File: src/rtl/mem_rsp_router.sv
// rtl/mem_rsp_router.sv - LSU request decoder with in-order response return from global/local memory
// Requests are forwarded combinationally; a register FIFO of {target, we, tag} orders the responses.
module mem_rsp_router #(
    parameter int DEPTH = 4,
    parameter int TAG_W = 4
) (
    input  logic             clk_i,
    input  logic             rst_ni,

    input  logic             req_valid_i,
    output logic             req_ready_o,
    input  logic [31:0]      req_addr_i,
    input  logic             req_we_i,
    input  logic [3:0]       req_be_i,
    input  logic [31:0]      req_wdata_i,
    input  logic [TAG_W-1:0] req_tag_i,

    output logic [31:0]      tgt_addr_o,
    output logic             tgt_we_o,
    output logic [3:0]       tgt_be_o,
    output logic [31:0]      tgt_wdata_o,
    output logic             gm_req_valid_o,
    input  logic             gm_req_ready_i,
    output logic             lm_req_valid_o,
    input  logic             lm_req_ready_i,

    input  logic             gm_rsp_valid_i,
    output logic             gm_rsp_ready_o,
    input  logic [31:0]      gm_rsp_rdata_i,
    input  logic             lm_rsp_valid_i,
    output logic             lm_rsp_ready_o,
    input  logic [31:0]      lm_rsp_rdata_i,

    output logic             rsp_valid_o,
    input  logic             rsp_ready_i,
    output logic [31:0]      rsp_rdata_o,
    output logic             rsp_err_o,
    output logic [TAG_W-1:0] rsp_tag_o
);

    localparam int PTR_W = (DEPTH > 1) ? $clog2(DEPTH) : 1;
    localparam int CNT_W = $clog2(DEPTH + 1);
    localparam logic [31:0] LM_BASE  = 32'h0002_0000;
    localparam logic [31:0] LM_LIMIT = 32'h0003_0000;

    typedef enum logic [1:0] {
        TGT_GM  = 2'd0,
        TGT_LM  = 2'd1,
        TGT_ERR = 2'd2
    } tgt_e;

    tgt_e             dec;
    tgt_e             ent_tgt_q [DEPTH];
    logic [TAG_W-1:0] ent_tag_q [DEPTH];
    logic             ent_we_q  [DEPTH];

    logic [PTR_W-1:0] wr_ptr_q, wr_ptr_d;
    logic [PTR_W-1:0] rd_ptr_q, rd_ptr_d;
    logic [CNT_W-1:0] cnt_q, cnt_d;

    logic             full;
    logic             empty;
    logic             push;
    logic             pop;
    tgt_e             head_tgt;
    logic             head_we;
    logic [TAG_W-1:0] head_tag;

    always_comb begin
        dec = TGT_ERR;
        if (req_addr_i < LM_BASE) begin
            dec = TGT_GM;
        end else if (req_addr_i < LM_LIMIT) begin
            dec = TGT_LM;
        end
    end

    assign full  = (cnt_q == CNT_W'(DEPTH));
    assign empty = (cnt_q == '0);

    // Full is taken from the registered count only, so a same-cycle pop never frees a slot early.
    always_comb begin
        req_ready_o    = 1'b0;
        gm_req_valid_o = 1'b0;
        lm_req_valid_o = 1'b0;
        case (dec)
            TGT_GM: begin
                req_ready_o    = !full && gm_req_ready_i;
                gm_req_valid_o = req_valid_i && !full;
            end
            TGT_LM: begin
                req_ready_o    = !full && lm_req_ready_i;
                lm_req_valid_o = req_valid_i && !full;
            end
            default: begin
                req_ready_o    = !full;
            end
        endcase
    end

    assign tgt_addr_o  = (dec == TGT_LM) ? (req_addr_i - LM_BASE) : req_addr_i;
    assign tgt_we_o    = req_we_i;
    assign tgt_be_o    = req_be_i;
    assign tgt_wdata_o = req_wdata_i;

    assign push     = req_valid_i && req_ready_o;
    assign head_tgt = ent_tgt_q[rd_ptr_q];
    assign head_we  = ent_we_q[rd_ptr_q];
    assign head_tag = ent_tag_q[rd_ptr_q];

    // Only the head's target may hand over data; the other target is held off until its turn.
    always_comb begin
        rsp_valid_o    = 1'b0;
        rsp_err_o      = 1'b0;
        rsp_rdata_o    = '0;
        rsp_tag_o      = '0;
        gm_rsp_ready_o = 1'b0;
        lm_rsp_ready_o = 1'b0;
        if (!empty) begin
            rsp_tag_o = head_tag;
            case (head_tgt)
                TGT_GM: begin
                    rsp_valid_o    = gm_rsp_valid_i;
                    gm_rsp_ready_o = rsp_ready_i;
                    rsp_rdata_o    = head_we ? 32'h0 : gm_rsp_rdata_i;
                end
                TGT_LM: begin
                    rsp_valid_o    = lm_rsp_valid_i;
                    lm_rsp_ready_o = rsp_ready_i;
                    rsp_rdata_o    = head_we ? 32'h0 : lm_rsp_rdata_i;
                end
                default: begin
                    rsp_valid_o = 1'b1;
                    rsp_err_o   = 1'b1;
                end
            endcase
        end
    end

    assign pop = rsp_valid_o && rsp_ready_i;

    always_comb begin
        wr_ptr_d = wr_ptr_q;
        rd_ptr_d = rd_ptr_q;
        cnt_d    = cnt_q;
        if (push) begin
            wr_ptr_d = wr_ptr_q + PTR_W'(1);
        end
        if (pop) begin
            rd_ptr_d = rd_ptr_q + PTR_W'(1);
        end
        case ({push, pop})
            2'b10:   cnt_d = cnt_q + CNT_W'(1);
            2'b01:   cnt_d = cnt_q - CNT_W'(1);
            default: cnt_d = cnt_q;
        endcase
    end

    always_ff @(posedge clk_i or negedge rst_ni) begin
        if (!rst_ni) begin
            wr_ptr_q <= '0;
            rd_ptr_q <= '0;
            cnt_q    <= '0;
            for (int i = 0; i < DEPTH; i++) begin
                ent_tgt_q[i] <= TGT_GM;
                ent_tag_q[i] <= '0;
                ent_we_q[i]  <= 1'b0;
            end
        end else begin
            wr_ptr_q <= wr_ptr_d;
            rd_ptr_q <= rd_ptr_d;
            cnt_q    <= cnt_d;
            if (push) begin
                ent_tgt_q[wr_ptr_q] <= dec;
                ent_tag_q[wr_ptr_q] <= req_tag_i;
                ent_we_q[wr_ptr_q]  <= req_we_i;
            end
        end
    end

endmodule

File: config.mk
export PLATFORM = sky130hd
export DESIGN_NAME = mem_rsp_router
export DESIGN_NICKNAME = d
export VERILOG_FILES = /design/src/rtl/mem_rsp_router.sv
export SDC_FILE = /design/constraint.sdc
export NUM_CORES = 1
export LEC_CHECK = 0
export CAP_MARGIN = 20
export CORE_AREA = 2 2 99 101
export CTS_CLUSTER_DIAMETER = 200
export DETAILED_ROUTE_END_ITERATION = 8
export DIE_AREA = 0 0 101 103
export PLACE_DENSITY = 0.81
export SLEW_MARGIN = 5
export SYNTH_ARGS = -nofsm -noshare
export SYNTH_HDL_FRONTEND = slang
export SYNTH_SLANG_ARGS = --single-unit
File: constraint.sdc
create_clock -name clk_i -period 5.14 [get_ports clk_i]
set_input_delay 1.028 -clock clk_i [delete_from_list [all_inputs] [get_ports clk_i]]
set_output_delay 1.028 -clock clk_i [all_outputs]
set_load 0.02 [all_outputs]
---- Word level (Yosys, flattened, before mapping) ----
Cells that the tools add are included.
cells by class
  mux-type cells .......................... 38
  order comparisons ....................... 5
  bitwise operators ....................... 2
  reduce and logical (&&, ||, !) cells .... 12
  add/subtract/negate cells ............... 5
  equality and inequality tests ........... 5
operator list
  cell                    number
  $mux 32                 4
  $lt 32x18->1 const B    2
  $pmux 32 s2             1
  $sub 32x18->32 const B  1
  $bwmux 16               1
  $mux 4                  4
  $mux 1                  12
  $mux 2                  5
  $bmux 4 s2              1
  $bwmux 8                1
  $demux 4 s2             1
  $eq 2x1->1 const B      3
  $ge 3x3->1 const B      2
  $logic_and 1x1->1       6
  $not 2->3               2
  $pmux 3 s2              1
  $add 2x1->2 const B     2
  $bmux 2 s2              1
  $bwmux 4                1
  $demux 2 s2             1
  $logic_not 2->1         2
  $pmux 1 s2              2
  $add 3x1->3 const B     1
  $eq 3x3->1 const B      1
  other kinds (9)         9
storage, ports and cells
  output and inout port bits .............. 112
  register bits ........................... 35
  bits of input ports ..................... 145

---- Logic depth before layout (Yosys ltp) ----
  depth in word-level cells ............... 10
  gate-level depth with buffers ........... 11
  gate-level depth less buffers ........... 10

---- Worst setup path after synthesis ----
Ideal clock, no wire load.
  path type ............................... input to output
  start point ............................. in req_addr_i[29]
  end point ............................... out gm_req_valid_o
  arrival time ............................ 2,209 ps
  buffers on the path ..................... 2
  setup slack ............................. 1,903 ps
  stages .................................. 6
  path through ............................ nor4_1 -> and4_1 -> buf_2 -> buf_2 -> nand3_1 -> nor2_1
between the ends
  longest elaborated chain between the ends .. 5
  elaborated cells on any way between the ends .. 6
  classes of those cells .................. order compare (2); mux (3); reduce/logical (1)
RTL lines
  item                 line  text
  from (decl)          12    input logic [31:0] req_addr_i,
  $lt 32x18->1         73    end else if (req_addr_i < LM_LIMIT) begin
  $mux 2               73
  $mux 2 (*)           71    if (req_addr_i < LM_BASE) begin
  $logic_not 2->1 (*)  86    case (dec)
  $mux 1 (*)           86
  to (decl)            22    output logic gm_req_valid_o,
Mark *: on every way between the ends. The rest lies on a longest branch, timed or not.

---- Worst setup path in the final report ----
  start point ............................. reg rd_ptr_q[0]
  end point ............................... out rsp_rdata_o[0]
between the ends
  longest elaborated chain between the ends .. 7
  elaborated cells on any way between the ends .. 13
  classes of those cells .................. eq/ne (1); mux (10); bitwise (1); reduce/logical (1)
RTL lines
  item                                                                 line      text
  from (decl)                                                          58        logic [PTR_W-1:0] rd_ptr_q, rd_ptr_d;
  from (signal assigned)                                               171       rd_ptr_q <= rd_ptr_d;
  $not 2->3 (not written as such) (*)                                  107, 108
  $bmux 2 s2 or $bmux 1 s2 (tied branches)                             107, 108
  $mux 2 (not written as such) or $mux 1 (tied branches) (2 in a row)  107, 108
  $eq 2x1->1 (tied with other cells)                                   121       case (head_tgt)
  $pmux 32 s2 (*)                                                      121
  $mux 32 (*)                                                          119       if (!empty) begin
  to (decl)                                                            36        output logic [31:0] rsp_rdata_o,
Mark *: on every way between the ends. The rest lies on a longest branch, timed or not. The select of a mux whose other input is x is not followed.

==> impl_metrics.tcl <==
set metrics [dict create \
    run_status "finished clean" \
    worst_hold_path.num_cells 1 \
    slew_headroom_pct 41.03 \
    placed_cells 527 \
    synth_cells 334 \
    setup.worst_path.class "flip-flop to output pin" \
    groute.layer.met3.usage_pct 12.07 \
    synthesis.nets 486 \
    grt-ovfl-total 0 \
    effective_utilization_at_floorplan_pct 31.80 \
    critical_path.reg2reg.startpoint "rd_ptr_q[0]$_DFFE_PN0P_" \
    synthesis.area_per_instance_um2 9.006 \
    worstPathRequired_ns 4.11 \
    fin_crit_sh_pct 86.94 \
    initial_antenna_violation_count 0 \
    setup_repair_after_global_routing_missed_its_margin "no" \
    grt_util_all_layers_pct 19.07 \
    yosys_warnings 0 \
    cellPowerDensity_nw_per_um2 323.6 \
    vias_per_cell 4.907 \
    global_route.usage.met1_pct 19.71 \
    timing.hold.worst.start "cnt_q[2]$_DFFE_PN0P_" \
    netSwitchingPower_mw 0.4853 \
    grt_pass1_vias 2590 \
    timing.critical_path.from_type "flip-flop" \
    yosys_most_used_dff "sky130_fd_sc_hd__dfrtp_1" \
    post_cts_setup_buffers 0 \
    post_cts.resized_instances 0 \
    die_outline_area_um2 10400 \
    ctsLongestPathBuffers 2 \
    detail-route-antenna-nets 0 \
    dp.final_hpwl_um 8782 \
    cts.clk_slew.worst_paths_ns 0.06 \
    groute.layer.met2.usage_pct 32.36 \
    timing_max_transition_violations_final 0 \
    root_buffer "sky130_fd_sc_hd__clkbuf_8" \
    floorplan.rows 36 \
    pwr-share-clk_pct 13.4 \
    cts_num_sinks 35 \
    fillers 915 \
    holdPathEnd "cnt_q[2]$_DFFE_PN0P_" \
    ios 257 \
    number_of_enable_flip_flop_cells_after_synthesis 0 \
    grt_pass1_wl_um 14780 \
    tritoncts "built" \
    cp_max_fo 32 \
    wirelength_um 10760 \
    instances_no_fill 535 \
    cts_inserted_buffers 5 \
    worst_r2r_endpoint "cnt_q[2]$_DFFE_PN0P_" \
    switching_share_of_power_pct 35.32 \
    drtPass1Iterations 4 \
    max_freq_ghz 0.2238 \
    worst_r2r_path_depth 9 \
    setup.worst_path.end_class "output pin" \
    share_comb_of_total_power_pct 51.3 \
    worst_skew_pair.late_latency_ns 0.28 \
    timing.setup.tns_ns 0 \
    ir_worst_vdd_mv 0.3235 \
    core_area_um2 9459 \
    grt_start_max_net_pins 36 \
    sequentialPowerShare_pct 35.3 \
    timing.final.crit_period_ns 4.469 \
    insertedDiodeCount 0 \
    ys_seq_elements 35 \
    avgRoutedWirePerCell_um 20.10 \
    max_cap_viol_count 0 \
    die_width_um 101 \
    critical_path_arrival_ns 3.44 \
    r2r_setup_slack_ns 1.69 \
    drive_gt1_share_pct 19.48 \
    power.internal_mw 0.8888 \
    placedInstanceArea_um2 4165 \
    buffer_ports.inserted 152 \
    number_of_distinct_library_cells_after_synthesis 39 \
    tightest_slew_ns 0.8845 \
    gpl.final_weighted_congestion 0.7927 \
    synth-async-reset-ratio_pct 100.0 \
    cts_htree_levels 2 \
    area_delta_synth_final_pct 41.18 \
    hold_path_class "flip-flop to flip-flop" \
    route.vias.total 2625 \
    total_standard_cell_area_after_synthesis_um2 3008 \
    route.detailed.drc 0 \
    die_height_um 103 \
    global_route.peak_usage_layer "met2" \
    timing.clock.skew_ns 0.002574 \
    final-setup-viol-count 0 \
    hold_viol_final 0 \
    leakagePower_nw 1.648 \
    first_iter_violations 39 \
    synth-seq-area-share_pct 29.12 \
    cts_hold_repair.buffers 0 \
    final_nets 572 \
    final_design_area_no_fill_um2 4247 \
]
## how the worst max path moves through the flow
stage / start / endpoint / slack (ns) / cells past startpoint
CTS: rd_ptr_q[0]$_DFFE_PN0P_ / rsp_rdata_o[0] / 0.70 / 4
floorplan: req_addr_i[29] / gm_req_valid_o / 1.90 / 6
detailed placement: req_addr_i[26] / tgt_addr_o[19] / 0.91 / 7
global placement: req_addr_i[21] / tgt_addr_o[25] / 0.97 / 7
global route: rd_ptr_q[0]$_DFFE_PN0P_ / rsp_rdata_o[0] / 0.57 / 4
finish: rd_ptr_q[0]$_DFFE_PN0P_ / rsp_rdata_o[0] / 0.67 / 4
## critical path: stages, from the launching register on
cell and delay, ns:
sky130_fd_sc_hd__dfrtp_1 0.68, sky130_fd_sc_hd__mux4_2 0.63, sky130_fd_sc_hd__or3_2 0.81, sky130_fd_sc_hd__a21oi_1 0.30, sky130_fd_sc_hd__clkdlybuf4s50_1 0.71
## power by group through the flow
stage	combinational, mW	sequential, mW	clock, mW
6_report	0.705	0.484	0.185
5_1_grt	0.768	0.502	0.203
4_1_cts	0.714	0.485	0.190
3_5_place_dp	0.708	0.490	0
3_3_place_gp	0.688	0.475	0
2_1_floorplan	0.546	0.436	0
## sequential cells by signal, summed over array words and instances, names as in the netlist
register,flops
ent_tag_q,16
ent_tgt_q,8
ent_we_q,4
cnt_q,3
rd_ptr_q,2
wr_ptr_q,2
## per-stage QoR
stage / util [%] / setup slack (ns) / power (mW) / hold slack (ns)
floorplan: - / 1.903 / 0.9812 / 0.4565
global placement: 44.03 / 0.9686 / 1.163 / 0.4725
detailed placement: 44.03 / 0.9079 / 1.198 / 0.4838
CTS: 44.89 / 0.7004 / 1.389 / 0.4927
global route: 44.89 / 0.5680 / 1.473 / 0.5248
finish: 44.89 / 0.6712 / 1.374 / 0.4878
## cells by family (layout without fill, tap and decap cells)
kind of cell,Yosys count,after routing,synth area share [%]
xor+xnor,6,6,1.747
fa+ha+maj,7,7,3.161
mux,35,35,16.51
compound gates,55,55,14.39
simple gates,105,105,15.56
flops,35,35,29.12
buf+inv,91,178,19.51
## final cells by class
cell class	instances	area [µm²]	share of cell area (%)
clock buffers	7	76.32	1.797
clock inverters	1	5.005	0.1179
inverters	15	56.30	1.326
multi-input cells	208	1546	36.42
flip-flops and latches	35	875.8	20.62
well taps	114	142.6	3.359
repair buffers	155	1544	36.36
## layer usage
metal	vias to the layer above	part of all wire, %
li1	1234	-
met5	-	0
met4	0	2.0
met2	154	49
met3	10	15
met1	1227	34
## cell usage in the layout (no fill, tap or decap), drive strengths merged
master / count
a211oi: 1
a21o: 1
a21oi: 39
a31oi: 5
and2: 2
and3: 1
and4: 1
buf: 3
clkbuf: 7
clkdlybuf4s50: 152
clkinv: 1
dfrtp: 35
fa: 1
ha: 6
inv: 15
mux2: 25
mux2i: 2
mux4: 8
nand2: 65
nand2b: 1
nand3: 7
nor2: 7
nor2b: 4
nor3: 4
nor4: 3
o21a: 1
o21ai: 3
o22ai: 5
or2: 8
or3: 1
or3b: 1
xnor2: 3
xor2: 3
## Yosys cell counts (3+ instances only)
library cell | count | share of area [%]
sky130_fd_sc_hd__nand2_1 | 65 | 8.1
sky130_fd_sc_hd__buf_4 | 54 | 13
sky130_fd_sc_hd__dfrtp_1 | 35 | 29
sky130_fd_sc_hd__a21oi_2 | 30 | 8.7
sky130_fd_sc_hd__mux2_2 | 25 | 9.4
sky130_fd_sc_hd__inv_1 | 15 | 1.9
sky130_fd_sc_hd__clkbuf_1 | 11 | 1.4
sky130_fd_sc_hd__a21oi_1 | 9 | 1.5
sky130_fd_sc_hd__or2_2 | 8 | 1.7
sky130_fd_sc_hd__nand3_1 | 7 | 1.2
sky130_fd_sc_hd__nor2_1 | 7 | 0.87
sky130_fd_sc_hd__ha_1 | 6 | 2.5
sky130_fd_sc_hd__buf_6 | 5 | 1.9
sky130_fd_sc_hd__o22ai_1 | 5 | 1.0
sky130_fd_sc_hd__a31oi_2 | 4 | 1.7
sky130_fd_sc_hd__mux4_1 | 4 | 3.5
sky130_fd_sc_hd__mux4_2 | 4 | 3.0
sky130_fd_sc_hd__nor2b_1 | 4 | 0.83
sky130_fd_sc_hd__nor3_1 | 4 | 0.67
sky130_fd_sc_hd__buf_2 | 3 | 0.50
sky130_fd_sc_hd__nor4_1 | 3 | 0.62
sky130_fd_sc_hd__xnor2_1 | 3 | 0.87
sky130_fd_sc_hd__xor2_1 | 3 | 0.87
No activity file was read; power rests on OpenSTA's default activity.
==> edit: new RTL, config.mk and constraints unchanged <==
The parameter `TAG_W` goes from 4 to 5.
--- a/src/rtl/mem_rsp_router.sv
+++ b/src/rtl/mem_rsp_router.sv
@@ -3,5 +3,5 @@
 module mem_rsp_router #(
     parameter int DEPTH = 4,
-    parameter int TAG_W = 4
+    parameter int TAG_W = 5
 ) (
     input  logic             clk_i,
Interface: changed (resized req_tag_i and rsp_tag_o); port bits go from 257 to 259. The function was not compared with the original's and may differ.
==> edit against the unedited design <==
Worst hold slack improved by 0.0060 ns; die area did not move; register-to-register slack got worse by 0.11 ns; wire length rose by 3.1%; fmax fell by 2.9%; clock skew rose by 0.0022 ns; setup slack got worse by 0.13 ns; synthesized area rose by 5.5%; final area rose by 5.2%; non-clock buffer count rose by 4; sequential cell count rose by 4.
Power is not compared: it rests on default switching activity, and its combinational part moved more than twofold at a synthesized area within 25%.
==> edit: results (changes against the unedited design) <==
----------------------------------------------------
[Global route]
  First-pass GRT wire length ... 15,540 um (+5.1%)
  Number of antenna violations at the first check in global routing ... 0 (unchanged)
  Maximum number of pins on one net before global-route repair ... 40 (+11%)
  Global-route congestion overflow total ... 0 (unchanged)
  Vias in the first global route ... 2,697 (+4.1%)
  GR Util All Layers ... 20.00% (+0.93 points)

[Worst setup path]
  Reg-to-reg critical path endpoint ... cnt_q[2]
  CP Launch Type ... flip-flop
  Startpoint of the worst register-to-register path ... rd_ptr_q[0]
  Setup slack on the worst flop-to-flop path ... 1.58 ns (-0.11 ns)
  Critical Path Fanout Max ... 32 (unchanged)
  Termination of the worst setup path ... rsp_rdata_o[0]
  Worst Path Arrival ... 3.57 ns (+0.13 ns)
  Worst-case reg-to-reg path depth ... 9 (unchanged)

[Yosys]
  Ranking of synthesized cells by instance count ... 74 x nand2_1, 55 x buf_4, 39 x dfrtp_1
  Sequential element share of the synthesized area ... 30.74% (+1.6 points)
  Number of warnings printed during yosys synthesis ... 0 (unchanged)
  Most area-consuming cells after synthesis ... dfrtp_1 31%, buf_4 13%, mux2_2 9.6%, nand2_1 8.8%, a21oi_2 8.3%
  Syn_nets ... 491 (+1.0%)
  Unique cell type count in the Yosys netlist ... 40 (+2.6%)
  Fraction of synthesis flops using an asynchronous set or reset pin ... 100.0% (unchanged)
  Predominant post-synthesis flop cell ... dfrtp_1

[Route]
  Vias/cell ... 4.974 (+1.4%)
  Detailed-route wire length ... 11,090 um (+3.1%)
  1st-iter DRT viols ... 81 (+110%)
  Detailed-router iteration count before antenna repair ... 5 (+1)

[STA]
  Final Skew ... 0.004735 ns (+0.002161 ns)
  Worst slew margin relative to its limit ... 36.91% (-4.1 points)
  Final worst-path cycle share ... 89.54% (+2.6 points)

[Clock network]
  Max Root-Sink Buffers ... 2 (unchanged)
  Skew-Pair Late Insertion Delay ... 0.29 ns
  Cells resized by post-CTS repair ... 0 (unchanged)
  Cell at the root of the clock tree ... clkbuf_8
  Number of buffers created by CTS ... 5 (unchanged)
  H-tree levels ... 2 (unchanged)
  Buffers inserted by post-CTS timing repair ... 0 (unchanged)
  Clock slew at reported path FFs ... 0.07 ns

[Layout]
  Layout cells sized above 1 ... 18.33% (-1.1 points)
  Count of fill cells added during filler insertion ... 870 (-4.9%)
  Number of nets in the finished design ... 583 (+1.9%)
  Registers with the most flip-flops ... ent_tag_q x20, ent_tgt_q x8, ent_we_q x4
  Antenna Diode Count ... 0 (unchanged)

[Worst hold path]
  Worst min-delay path category ... reg2reg

[Place]
  Placed inst area ... 4350 sq um (+4.4%)
  DP HPWL ... 8812 um (+0.35%)
  Count of input and output buffers ... 154 (+1.3%)
  Final weighted congestion of routability-driven global placement ... 0.8076 (+1.9%)
  Placement Setup Slack ... 0.5968 ns (-0.3112 ns)

[Outcome]
  Outcome ... complete, no violations

[Pwr]
  Leak pwr ... 1.762 nW
  Net switching share of the total power ... 42.57%
  Peak supply drop ... 0.3934 mV

----------------------------------------------------
## edit: changes by cell type in the layout (fill, tap and decap cells not counted), moves of 5 or more
cell      unedited run  this run
nand2b_1             1         8
nor2_1               7        12
or2_2                8         0
o22ai_1              5         0
nand2_1             65        74
inv_1               15         8
nand3_1              7         0
## edit: logic make-up (layout without fill, tap and decap cells)
logic type | after synthesis | after routing | synth area share, %
buf+inv | 82 | 175 | 18.29
flops | 39 | 39 | 30.75
mux | 41 | 41 | 17.97
simple gates | 116 | 116 | 16.28
fa+ha+maj | 7 | 7 | 2.996
xor+xnor | 6 | 6 | 1.656
compound gates | 47 | 47 | 12.06
## edit: power by group through the flow
| stage | clock network [mW] | registers [mW] | logic, mW |
|---|---|---|---|
| floorplan | 0 | 0.512 | 1.09 |
| global placement | 0 | 0.558 | 1.46 |
| detailed placement | 0 | 0.572 | 1.48 |
| CTS | 0.269 | 0.567 | 1.50 |
| global route | 0.283 | 0.590 | 1.59 |
| finish | 0.262 | 0.569 | 1.48 |
## edit: how the worst min path moves through the flow
stage                       start       endpoint  slack [ns]  depth (start not counted)
floorplan            ent_tgt_q[7]   ent_tgt_q[7]        0.45                          1
CTS                 ent_tag_q[16]  ent_tag_q[16]        0.50                          1
detailed placement  ent_tag_q[16]  ent_tag_q[16]        0.48                          1
finish              ent_tag_q[16]  ent_tag_q[16]        0.49                          1
global route        ent_tag_q[16]  ent_tag_q[16]        0.51                          1
global placement    ent_tag_q[18]  ent_tag_q[18]        0.47                          1
## edit: through the flow
step	util [%]	cells
after CTS	47.24	545
after global placement	45.99	537
final	47.24	545
after detailed placement	45.99	537
after floorplan	-	338
after global routing	47.24	545
## edit: layout make-up
class                      count  area share (%)
clock buffer                   6           1.848
inverter                       8          0.6721
timing repair buffer         159           35.34
multi-input combinational    217           36.32
tap                          114           3.192
clock inverter                 2          0.7841
sequential                    39           21.84
## edit: per-layer routing
metal  vias up  track usage, %  share of wire [%]
met3         9           13.36                 15
met5         -           1.442                  0
li1       1260               -                  -
met1      1283           22.91                 38
met2       159           31.54                 46
met4         0           3.638               0.82
## edit: worst max-delay path, stage by stage (launching register included)
cell             delay, ns
dfrtp_1               0.73
mux4_2                0.63
or3_2                 0.88
a21oi_1               0.35
clkdlybuf4s50_1       0.68
